[src/rtl/ws_pixel_transmitter.sv]
// Purpose: serialise pixel words MSB-first onto a one-wire NRZ pulse-width LED stripe pin.
// Latency: the pin is high in the cycle right after the handshake cycle; back-to-back pixels have no gap.
// Backpressure: s_ready is high only in IDLE, WAIT, and the final LOW cycle of a pixel that is not last.
//
// Ports:
//   clk, rstn               clock, asynchronous active-low reset
//   s_valid/s_ready         pixel stream handshake
//   s_data, s_last          pixel word (MSB sent first), end-of-frame flag
//   led_stripe_pin          registered serial output
//   busy                    high in every state except IDLE
//   frame_done              1-cycle pulse in the first IDLE cycle after a frame's latch period
//   pix_cnt                 pixels accepted in the current frame, saturating
//   underrun                1-cycle pulse on entry to WAIT
//
// Optional build macro WS_UNDERRUN_DET_EN enables underrun detection;
// without it underrun is tied low and no logic is built for it.
module ws_pixel_transmitter #(
   parameter int PIXEL_W = 24,
   parameter int T_LONG  = 20,
   parameter int T_SHORT = 10,
   parameter int T_RESET = 1250,
   parameter int TIMER_W = 16,
   parameter int CNT_W   = 10
) (
   input  logic               clk,
   input  logic               rstn,
   input  logic               s_valid,
   output logic               s_ready,
   input  logic [PIXEL_W-1:0] s_data,
   input  logic               s_last,
   output logic               led_stripe_pin,
   output logic               busy,
   output logic               frame_done,
   output logic [CNT_W-1:0]   pix_cnt,
   output logic               underrun
);

   localparam int BIT_W = $clog2(PIXEL_W);

   // Timer holds "cycles left in this phase minus one"; a phase ends when it reads zero.
   localparam logic [TIMER_W-1:0] LONG_M1  = TIMER_W'(T_LONG - 1);
   localparam logic [TIMER_W-1:0] SHORT_M1 = TIMER_W'(T_SHORT - 1);
   localparam logic [TIMER_W-1:0] RESET_M1 = TIMER_W'(T_RESET - 1);
   localparam logic [BIT_W-1:0]   LAST_BIT = BIT_W'(PIXEL_W - 1);

   typedef enum logic [2:0] {
      LATCH = 3'd0,
      IDLE  = 3'd1,
      HIGH  = 3'd2,
      LOW   = 3'd3,
      WAIT  = 3'd4
   } state_t;

   state_t             state;
   logic [TIMER_W-1:0] timer;
   logic [PIXEL_W-1:0] shreg;
   logic [BIT_W-1:0]   bit_cnt;
   logic               last_r;
   logic               post_rst;   // suppresses frame_done after the reset latch

   logic               xfer;
   logic               frame_cont;
   logic [CNT_W-1:0]   pix_base;
   logic [CNT_W-1:0]   pix_inc;

   function automatic logic [TIMER_W-1:0] hi_m1(input logic b);
      return b ? LONG_M1 : SHORT_M1;
   endfunction

   function automatic logic [TIMER_W-1:0] lo_m1(input logic b);
      return b ? SHORT_M1 : LONG_M1;
   endfunction

   // s_ready is only ever high where a new pixel may start, so a transfer
   // can take priority over whatever state we are in.
   assign xfer       = s_valid & s_ready;
   // Final bit of a pixel that does not end the frame: next pixel may follow directly.
   assign frame_cont = (bit_cnt == '0) & ~last_r;

   // A transfer in the frame_done cycle starts a new frame, so the old count is dropped.
   always_comb begin
      pix_base = frame_done ? '0 : pix_cnt;
      pix_inc  = (&pix_base) ? pix_base : pix_base + CNT_W'(1);
   end

   always_ff @(posedge clk or negedge rstn) begin
      if (!rstn) begin
         state          <= LATCH;
         timer          <= RESET_M1;
         shreg          <= '0;
         bit_cnt        <= '0;
         last_r         <= 1'b0;
         post_rst       <= 1'b1;
         led_stripe_pin <= 1'b0;
         s_ready        <= 1'b0;
         busy           <= 1'b1;
         frame_done     <= 1'b0;
         pix_cnt        <= '0;
`ifdef WS_UNDERRUN_DET_EN
         underrun       <= 1'b0;
`endif
      end else begin
         frame_done <= 1'b0;
`ifdef WS_UNDERRUN_DET_EN
         underrun   <= 1'b0;
`endif
         if (xfer) begin
            state          <= HIGH;
            shreg          <= s_data;
            last_r         <= s_last;
            bit_cnt        <= LAST_BIT;
            timer          <= hi_m1(s_data[PIXEL_W-1]);
            led_stripe_pin <= 1'b1;
            s_ready        <= 1'b0;
            busy           <= 1'b1;
            pix_cnt        <= pix_inc;
         end else begin
            case (state)
               LATCH: begin
                  if (timer == '0) begin
                     state      <= IDLE;
                     s_ready    <= 1'b1;
                     busy       <= 1'b0;
                     frame_done <= ~post_rst;
                     post_rst   <= 1'b0;
                  end else begin
                     timer <= timer - TIMER_W'(1);
                  end
               end
               IDLE: begin
                  // Count stays visible during the frame_done cycle, clears after it.
                  if (frame_done) pix_cnt <= '0;
               end
               HIGH: begin
                  if (timer == '0) begin
                     state          <= LOW;
                     led_stripe_pin <= 1'b0;
                     timer          <= lo_m1(shreg[PIXEL_W-1]);
                     // A one-cycle LOW phase is already the final cycle.
                     s_ready        <= (lo_m1(shreg[PIXEL_W-1]) == '0) & frame_cont;
                  end else begin
                     timer <= timer - TIMER_W'(1);
                  end
               end
               LOW: begin
                  if (timer == '0) begin
                     if (bit_cnt != '0) begin
                        state          <= HIGH;
                        shreg          <= {shreg[PIXEL_W-2:0], 1'b0};
                        bit_cnt        <= bit_cnt - BIT_W'(1);
                        timer          <= hi_m1(shreg[PIXEL_W-2]);
                        led_stripe_pin <= 1'b1;
                        s_ready        <= 1'b0;
                     end else if (last_r) begin
                        state   <= LATCH;
                        timer   <= RESET_M1;
                        s_ready <= 1'b0;
                     end else begin
                        // Starved mid-frame: hold the line low until the next pixel.
                        state    <= WAIT;
                        s_ready  <= 1'b1;
`ifdef WS_UNDERRUN_DET_EN
                        underrun <= 1'b1;
`endif
                     end
                  end else begin
                     timer   <= timer - TIMER_W'(1);
                     s_ready <= (timer == TIMER_W'(1)) & frame_cont;
                  end
               end
               WAIT: begin
                  s_ready <= 1'b1;
               end
               default: begin
                  state          <= LATCH;
                  timer          <= RESET_M1;
                  led_stripe_pin <= 1'b0;
                  s_ready        <= 1'b0;
                  busy           <= 1'b1;
               end
            endcase
         end
      end
   end

`ifndef WS_UNDERRUN_DET_EN
   assign underrun = 1'b0;
`endif

endmodule
[config.mk]
export PLATFORM = sky130hd
export DESIGN_NAME = ws_pixel_transmitter
export DESIGN_NICKNAME = d
export VERILOG_FILES = /design/src/rtl/ws_pixel_transmitter.sv
export SDC_FILE = /design/constraint.sdc
export NUM_CORES = 1
export LEC_CHECK = 0
export ABC_CLOCK_PERIOD_IN_PS = 2700
export CAP_MARGIN = 5
export CORE_MARGIN = 4
export CORE_UTILIZATION = 40
export DETAILED_ROUTE_END_ITERATION = 10
export PLACE_DENSITY = 0.58
export SETUP_SLACK_MARGIN = 0.15
export SYNTH_ARGS = -nofsm -noshare
export SYNTH_HDL_FRONTEND = slang
export SYNTH_SLANG_ARGS = --single-unit
[constraint.sdc]
create_clock -name clk -period 2.7 [get_ports clk]
set_input_delay 0.27 -clock clk [delete_from_list [all_inputs] [get_ports clk]]
set_output_delay 0.27 -clock clk [all_outputs]
set_load 0.1 [all_outputs]
==> metrics, run 1 <==
status=finished, final reports clean; max-slew violation count=0; Worst EP required=2.96 ns; wire per inst=15.2 um; row count=34; most area-hungry cell type in the Yosys netlist=dfrtp_1; GP Congestion=0.808; Least-Margin Pin Slew=0.610 ns; clock skew=0.0134 ns; Area contributors post-synth=dfrtp_1, mux2i_1, nand2_1; largest net degree at the start of global routing=50; full die area=10900 um2; type of the worst setup path=register to register; Top FF cell, synth=dfrtp_1; global-route wire length before repair=14800 um; Die W=104 um; Setup TNS=0 ns; Hold Path Class=input pin to async pin; n_diodes=0; Synth Net Count=428; initial antenna violation count=0; Initial DRT Pass Iterations=4; io pins=43; Max VDD drop=0.233 mV; Pwr per Cell Area=497 nW/um2; sequential fraction of the synthesis area=0.434; clk sink count=64; Post-CTS Setup Bufs=0; Setup crit end kind=register; core area=8890 um2; Post-synth EDFFs=0; Final setup viols=0; CTS H-tree lvls=3; CP Launch Type=register; share of cells above drive strength 1=0.151; Cells after Synth=394; final core utilization=0.505; worst stage delay on the critical path=0.47 ns; DP Wirelength=5910 um; total grt overflow=0; CP startpoint=timer[4]$_DFFE_PN0P_; Leak=0.00177 uW; FMAX=439 MHz; CTS tree=done; yosys warns=0; fraction of registers with async set/reset=1.00; vias per cell=5.43; Num CTS Buffers=9; setup slack after layout=0.420 ns; # DRC=0; r2r worst-path depth=6; Die H=104 um; synthesized area=3710 um2; synthesis-to-layout area growth=21.1%; worst rel slew slack=0.590; final hold vios=0; non-filler instance count after layout=546; most common cell in the netlist=nand2_1; CP Max Fanout=9; Placement Setup Slack=0.274 ns; top cell types by occurrence after synthesis=nand2_1, dfrtp_1, o21ai_0; Nets=467; max cap viols=0; post-route ant nets=0; CTS Buffer Depth=2; dpl cells=529; Netlist cell types=60; GRT Total Usage=0.163; Clk Latency, worst-skew pair=0.35 ns; slowest stage cell, crit path=nor4_2; Reg clk slew, reported paths=0.08 ns; final WL=8310 um; Buffers on Ports=41; CP arrival=2.54 ns; vias in the first global route=2997; r2r startpoint=timer[4]$_DFFE_PN0P_; RSZ-0062 raised after global routing=false; Clock Tree Root=clkbuf_8; final worst path period share=0.845; fin crit period=2.28 ns; Initial DRC Count=89; post-synth top area share=0.384; #FFs+latches synth=64; Syn Area/Cell=9.42 um2; Initial Utilization=0.417; routed vias=2965; Layout fillers=845; crit path cell chain=nor4_2, nand4_1, o21ai_4, and2_1, nor4_1, nor3_1
-- where the power goes --
part | total, uW | internal (uW) | switching, uW | leakage (uW)
clock network | 1210 | 803 | 405 | 0.000140
logic | 66.7 | 36.1 | 30.5 | 0.000934
registers | 958 | 958 | 0 | 0.000700
-- path summary, 6_finish.rpt --
kind	slack, ns	to
max	0.42	timer[3]$_DFFE_PN0P_
min	0.39	pix_cnt[4]$_DFFE_PN0P_
max reg2reg	0.42	timer[3]$_DFFE_PN0P_
min reg2reg	0.49	timer[5]$_DFFE_PN1P_
max in group asynchronous	1.55	post_rst$_DFFE_PN1P_
min in group clk	0.46	last_r$_DFFE_PN0P_
-- through the flow --
stage               hold slack, ns  area (um2)  power, uW
finish                       0.388        4490       2230
global route                 0.427        4490       2310
CTS                          0.402        4480       2260
detailed placement           0.248        4180       1040
global placement             0.239        4180       1040
floorplan                  -0.0256        3710        985
-- sequential cells by signal, summed over array words and instances (netlist names) --
register and count:
bit_cnt 5, shreg 24, state 3, post_rst 1, busy 1, timer 16, last_r 1, pix_cnt 10
led_stripe_pin 1, frame_done 1, s_ready 1
-- final cells by class --
cell class	count	area, um2	share of cell area
clock buffers	9	124	0.0276
clock inverters	7	166	0.0370
inverters	10	37.5	0.00836
multi-input cells	297	1970	0.438
flip-flops and latches	64	1610	0.359
well taps	108	135	0.0301
repair buffers	51	452	0.101
-- layout by cell type (no fill, tap or decap), types with 7 or more instances in the layout --
cell	instances
nand2_1	59
dfrtp_1	56
o21ai_0	34
nor2_1	29
clkdlybuf4s50_1	26
mux2i_1	24
buf_4	22
a21oi_1	15
xnor2_1	12
inv_1	10
nor3_1	10
clkbuf_8	9
o22ai_1	8
xor2_1	7
and3_1	7
dfstp_2	7
-- per-layer routing --
metal / vias up / global-route usage / wire length [um]
met5: - / 0 / 0
met4: 0 / 0.0627 / 142
met3: 14 / 0.0242 / 396
met2: 77 / 0.238 / 3640
met1: 1392 / 0.243 / 4130
li1: 1482 / - / -
-- timing repair --
item	CTS	global route
resized for setup	0	2
hold buffers	1	0
endpoints found under the hold margin	17	0
setup endpoints to repair	0	19
-- cell families after synthesis --
| family | after synthesis | synth area share |
|---|---|---|
| simple gates | 157 | 0.221 |
| compound gates | 90 | 0.175 |
| flops | 64 | 0.434 |
| buf+inv | 33 | 0.0398 |
| mux | 24 | 0.0648 |
| xor+xnor | 19 | 0.0449 |
| fa+ha+maj | 6 | 0.0202 |
| other cells | 1 | 0.00101 |
-- worst max-delay path: cells and delay by family, from the launching register on --
family | cells | cell delay (ns)
AOI/OAI and AO/OA | 1 | 0.41
DFF | 1 | 0.44
and+or+nand+nor | 5 | 1.35
Power figures use the tool's default switching activity.
==> run 2, diff against run 1 <==
--- a/config.mk
+++ b/config.mk
@@ -5,12 +5,12 @@
 export SDC_FILE = /design/constraint.sdc
 export NUM_CORES = 1
 export LEC_CHECK = 0
-export ABC_CLOCK_PERIOD_IN_PS = 2700
+export ABC_CLOCK_PERIOD_IN_PS = 1940
 export CAP_MARGIN = 5
 export CORE_MARGIN = 4
 export CORE_UTILIZATION = 40
 export DETAILED_ROUTE_END_ITERATION = 10
-export PLACE_DENSITY = 0.58
+export PLACE_DENSITY = 0.61
 export SETUP_SLACK_MARGIN = 0.15
 export SYNTH_ARGS = -nofsm -noshare
 export SYNTH_HDL_FRONTEND = slang
==> constraint.sdc (replaced) <==
create_clock -name clk -period 1.94 [get_ports clk]
set_input_delay 0.194 -clock clk [delete_from_list [all_inputs] [get_ports clk]]
set_output_delay 0.194 -clock clk [all_outputs]
set_load 0.1 [all_outputs]
==> metrics, run 2 (synthesized netlist as in run 1, its figures left out) <==
end of the worst register-to-register path=timer[10]$_DFFE_PN1P_; clock skew=0.0133 ns (-0.0000306 ns); crit path cell chain=or4_4, nor2_2, nand2_1, or4_1, a31oi_1, o22ai_1; Initial Utilization=0.417 (unchanged); reg2reg setup slack=-0.04 ns (-0.46 ns); core area=8890 um2 (unchanged); met2 WL=4870 um (+34%); CP Launch Type=register; Initial DRT Pass Iterations=4 (unchanged); initial antenna violation count=0 (unchanged); setup slack after layout=-0.0431 ns (-0.463 ns); Clk Latency, worst-skew pair=0.35 ns (about the same); max-slew violation count=0 (unchanged); Buffers on Ports=41 (unchanged); type of the worst setup path=register to register; n_diodes=0 (unchanged); vias in the first global route=3337 (+11%); r2r startpoint=timer[4]$_DFFE_PN0P_; top sig layer=met4; internal power=2140 uW (+19%); non-filler instance count after layout=630 (+15%); wire per inst=16.1 um (+5.9%); final WL=10200 um (+22%); Clock Tree Root=clkbuf_8; final core utilization=0.640 (+0.135); CP arrival=2.26 ns (-0.28 ns); combinational share of power=0.035 (+0.005); global-route wire length before repair=16200 um (+9.8%); failing checks=setup timing; fin crit period=1.98 ns (-0.297 ns); Flop pwr share=0.488 (+0.059); Setup crit end kind=register; max cap viols=0 (unchanged); CP Max Fanout=3 (-6); synthesis-to-layout area growth=53.5%; Placement Setup Slack=-0.0761 ns (-0.350 ns); Initial DRC Count=105 (+18%); r2r worst-path depth=6 (unchanged); Pwr per Cell Area=480 nW/um2 (-3.5%); Die W=104 um (unchanged); Switching Share=0.216 (+0.0204); slowest stage cell, crit path=or4_4; GRT Total Usage=0.183 (+0.0201); RSZ-0062 raised after global routing=true; clk sink count=64 (unchanged); vias per cell=5.37 (-1.1%); row count=34 (unchanged); worst stage delay on the critical path=0.55 ns (+0.08 ns); Final setup viols=16 (+16); largest registers=shreg x24, timer x16, pix_cnt x10; met1 WL=4770 um (+16%); largest net degree at the start of global routing=65 (+30%); status=complete, but fails checks; commonest non-fill, non-tap cell in the layout=buf_4; Nets=551 (+18%); DP Wirelength=6700 um (+13%); full die area=10900 um2 (unchanged); switching power=589 uW (+35%); routed length on met3=423 um (+6.8%); share of cells above drive strength 1=0.433 (+0.282); final worst path period share=1.02 (+0.178); Hold Path Class=input pin to async pin; Reg clk slew, reported paths=0.08 ns (about the same); total grt overflow=0 (unchanged); Hold WS=0.380 ns (-0.00783 ns); Leak=0.00231 uW (+30%); CTS H-tree lvls=3 (unchanged); Largest Register=shreg; Setup TNS=-0.337 ns (-0.337 ns); routed vias=3384 (+14%); Die H=104 um (unchanged); most frequent cells in the layout=buf_4, nand2_1, dfrtp_1; FMAX=504 MHz (+15%); Clock Power Share=0.477 (-0.064); post-route ant nets=0 (unchanged); final hold vios=0 (unchanged); CTS Buffer Depth=2 (unchanged); Worst EP required=2.21 ns (-0.75 ns); Num CTS Buffers=9 (unchanged); Max VDD drop=0.310 mV (+33%); GP Congestion=0.876 (+8.4%); # DRC=0 (unchanged); io pins=43 (unchanged); dpl cells=586 (+11%); CTS tree=done; max reg flops=24 (unchanged)
==> run 2: cell count changes in the layout (fill, tap and decap cells not counted), sizes merged <==
cell,delta
buf,+84
bufinv,-3
clkbuf,+2
clkinv,+1
clkinvlp,+1
inv,-1
==> run 2: cell type report <==
type	instances	area [um2]
well taps	108	135
inverters	10	37.5
flip-flops and latches	64	1640
fillers	713	3200
repair buffers	135	1300
multi-input cells	297	2360
clock buffers	11	141
clock inverters	5	80.1
==> run 2: worst max-delay path by stage <==
| stage | from | to | slack [ns] | cells past startpoint |
|---|---|---|---|---|
| 4_1_cts | timer[4]$_DFFE_PN0P_ | timer[11]$_DFFE_PN0P_ | -0.06 | 6 |
| 2_1_floorplan | frame_done$_DFF_PN0_ | pix_cnt[4]$_DFFE_PN0P_ | -0.10 | 9 |
| 5_1_grt | timer[4]$_DFFE_PN0P_ | led_stripe_pin$_DFFE_PN0P_ | -0.14 | 9 |
| 6_report | timer[4]$_DFFE_PN0P_ | timer[10]$_DFFE_PN1P_ | -0.04 | 6 |
| 3_3_place_gp | timer[4]$_DFFE_PN0P_ | timer[13]$_DFFE_PN0P_ | -0.05 | 6 |
| 3_5_place_dp | timer[4]$_DFFE_PN0P_ | timer[13]$_DFFE_PN0P_ | -0.08 | 6 |
==> run 2: timing repair <==
action | in CTS | in global routing
gates resized for setup | 56 | 61
hold buffers | 1 | 0
cloned | 3 | 0
pin swaps | 32 | 33
hold endpoints to repair | 57 | 0
setup endpoints to repair | 55 | 60
buffers inserted | 12 | 12
==> run 2: critical path, delay by kind of cell, from the launching register on <==
kind	cells	cell delay, ns
flip-flops	1	0.44
AO/OA/AOI/OAI	2	0.28
AND/OR/NAND/NOR	4	1.18
==> run 2: metrics by stage <==
step	total power (uW)	cell area, um2
2_1_floorplan	1370	3840
3_3_place_gp	1450	4780
3_5_place_dp	1450	4780
4_1_cts	2750	5400
5_1_grt	2830	5690
6_report	2730	5690
==> run 2: per-layer routing <==
| metal | global-route usage | up-vias |
|---|---|---|
| li1 | - | 1649 |
| met1 | 0.251 | 1651 |
| met2 | 0.287 | 77 |
| met3 | 0.0472 | 7 |
| met4 | 0.0494 | 0 |
| met5 | 0 | - |
==> run 2: power groups by stage <==
stage / Sequential [uW] / Clock, uW / Combinational [uW]
final: 1330 / 1300 / 94.8
after global routing: 1330 / 1390 / 103
after CTS: 1330 / 1320 / 97.0
after detailed placement: 1360 / 0 / 95.2
after global placement: 1360 / 0 / 95.3
after floorplan: 1360 / 0 / 10.5
==> run 3, diff against run 2 <==
--- a/config.mk
+++ b/config.mk
@@ -5,12 +5,12 @@
 export SDC_FILE = /design/constraint.sdc
 export NUM_CORES = 1
 export LEC_CHECK = 0
-export ABC_CLOCK_PERIOD_IN_PS = 1940
+export ABC_CLOCK_PERIOD_IN_PS = 2360
 export CAP_MARGIN = 5
 export CORE_MARGIN = 4
 export CORE_UTILIZATION = 40
 export DETAILED_ROUTE_END_ITERATION = 10
-export PLACE_DENSITY = 0.61
+export PLACE_DENSITY = 0.58
 export SETUP_SLACK_MARGIN = 0.15
 export SYNTH_ARGS = -nofsm -noshare
 export SYNTH_HDL_FRONTEND = slang
==> constraint.sdc (replaced) <==
create_clock -name clk -period 2.36 [get_ports clk]
set_input_delay 0.236 -clock clk [delete_from_list [all_inputs] [get_ports clk]]
set_output_delay 0.236 -clock clk [all_outputs]
set_load 0.005 [all_outputs]
==> metrics, run 3 (synthesized netlist as in run 1, its figures left out) <==
status=finished, final reports clean; Reg clk slew, reported paths=0.07 ns (about the same); most frequent cells in the layout=nand2_1, dfrtp_1, clkdlybuf4s50_1; RSZ-0062 raised after global routing=true; CTS H-tree lvls=3 (unchanged); GRT Total Usage=0.155 (-0.0284); Hold Path Class=input pin to async pin; # DRC=0 (unchanged); Clock Tree Root=clkbuf_8; dpl cells=547 (-6.7%); met2 usage in global routing=0.230 (-0.0567); largest net degree at the start of global routing=65 (unchanged); Initial Utilization=0.417 (unchanged); commonest non-fill, non-tap cell in the layout=nand2_1; Setup crit end kind=register; Initial DRT Pass Iterations=4 (unchanged); row count=34 (unchanged); final worst path period share=0.912 (-0.110); CP arrival=2.38 ns (+0.12 ns); full die area=10900 um2 (unchanged); share of cells above drive strength 1=0.188 (-0.245); Worst EP required=2.59 ns (+0.38 ns); type of the worst setup path=register to register; Leak=0.00187 uW (-19%); initial antenna violation count=0 (unchanged); Die H=104 um (unchanged); fin crit period=2.15 ns (+0.169 ns); max cap viols=0 (unchanged); Least-Margin Pin Slew=0.601 ns; max reg flops=24 (unchanged); routed vias=3063 (-9.5%); final std cell area, no fill=4710 um2 (-17%); Initial DRC Count=122 (+16%); vias per cell=5.32 (-1.0%); synthesis-to-layout area growth=27.1%; Pwr per Cell Area=416 nW/um2 (-13%); total grt overflow=0 (unchanged); GP Congestion=0.847 (-3.4%); core area=8890 um2 (unchanged); worst rel slew slack=0.596; met3 Use GR=0.0360 (-0.0112); Die W=104 um (unchanged); GRT busiest layer=met2; Setup TNS=0 ns (+0.337 ns); final core utilization=0.530 (-0.110); Hold WS=0.437 ns (+0.0570 ns); CP Launch Type=register; CP Max Fanout=5 (+2); Nets=497 (-9.8%); CTS Buffer Depth=2 (unchanged); max-slew violation count=0 (unchanged); FMAX=465 MHz (-7.9%); vias in the first global route=2948 (-12%); clock skew=0.00839 ns (-0.00495 ns); Buffers on Ports=41 (unchanged); non-filler instance count after layout=576 (-8.6%); Largest Register=shreg; io pins=43 (unchanged); Final setup viols=0 (-16); post-route ant nets=0 (unchanged); final WL=8470 um (-17%); Max VDD drop=0.343 mV (+11%); DP Area=4380 um2 (-8.6%); met1 GRT Util=0.220 (-0.0316); final hold vios=0 (unchanged); wire per inst=14.7 um (-8.7%); clk sink count=64 (unchanged); n_diodes=0 (unchanged); DP Wirelength=5960 um (-11%); global-route wire length before repair=13900 um (-14%); largest registers=shreg x24, timer x16, pix_cnt x10; CTS tree=done; Num CTS Buffers=9 (unchanged); Clk Latency, worst-skew pair=0.34 ns (about the same)
## run 3: path summary, 6_finish.rpt
check	startpoint	slack (ns)	cells past startpoint	endpoint
setup / recovery	timer[4]$_DFFE_PN0P_	0.21	7	timer[13]$_DFFE_PN0P_
hold / removal	rstn	0.44	3	pix_cnt[6]$_DFFE_PN0P_
setup reg to reg	timer[4]$_DFFE_PN0P_	0.21	7	timer[13]$_DFFE_PN0P_
hold reg to reg	post_rst$_DFFE_PN1P_	0.49	1	frame_done$_DFF_PN0_
max in group asynchronous	rstn	1.60	3	busy$_DFFE_PN1P_
min in group clk	s_last	0.44	3	last_r$_DFFE_PN0P_
## run 3: worst max-delay path, stage by stage, from the launching register on
cell	delay [ns]
dfrtp_2	0.46
or4_4	0.56
nor3_4	0.31
nand3b_4	0.15
buf_4	0.17
a2111oi_4	0.19
xnor2_1	0.16
nor2_1	0.05
## run 3: per-stage QoR
step           total power (uW)  setup WS, ns
6_report                   1960         0.208
5_1_grt                    2040        0.0807
4_1_cts                    2000         0.162
3_5_place_dp               1190         0.172
3_3_place_gp               1190         0.209
2_1_floorplan              1120         0.356
## run 3: routing by layer
layer / routed length (um) / part of all wire / up-vias
met3: 421 / 0.050 / 11
met4: 120 / 0.014 / 0
met5: 0 / 0 / -
met1: 4160 / 0.49 / 1435
met2: 3770 / 0.44 / 74
li1: - / - / 1543
## run 3: cell type report
cell class	instances	area, um2
multi-input cells	297	2010
clock buffers	12	135
well taps	108	135
flip-flops and latches	64	1610
fillers	832	4180
inverters	10	37.5
repair buffers	81	766
clock inverters	4	22.5
## run 3: power by group
group	internal (uW)	total, uW	switching [uW]	leakage [uW]
clock network	377	793	416	0.0000801
logic	42.7	71.0	28.2	0.00109
registers	1100	1100	0	0.000700
total	1520	1960	445	0.00187
## run 3: what timing repair did
item                                    CTS  global route
hold endpoints to repair                 57             0
resized for setup                         0            18
hold buffers                              1             0
endpoints found under the setup margin    0            43
setup buffers                             0            11
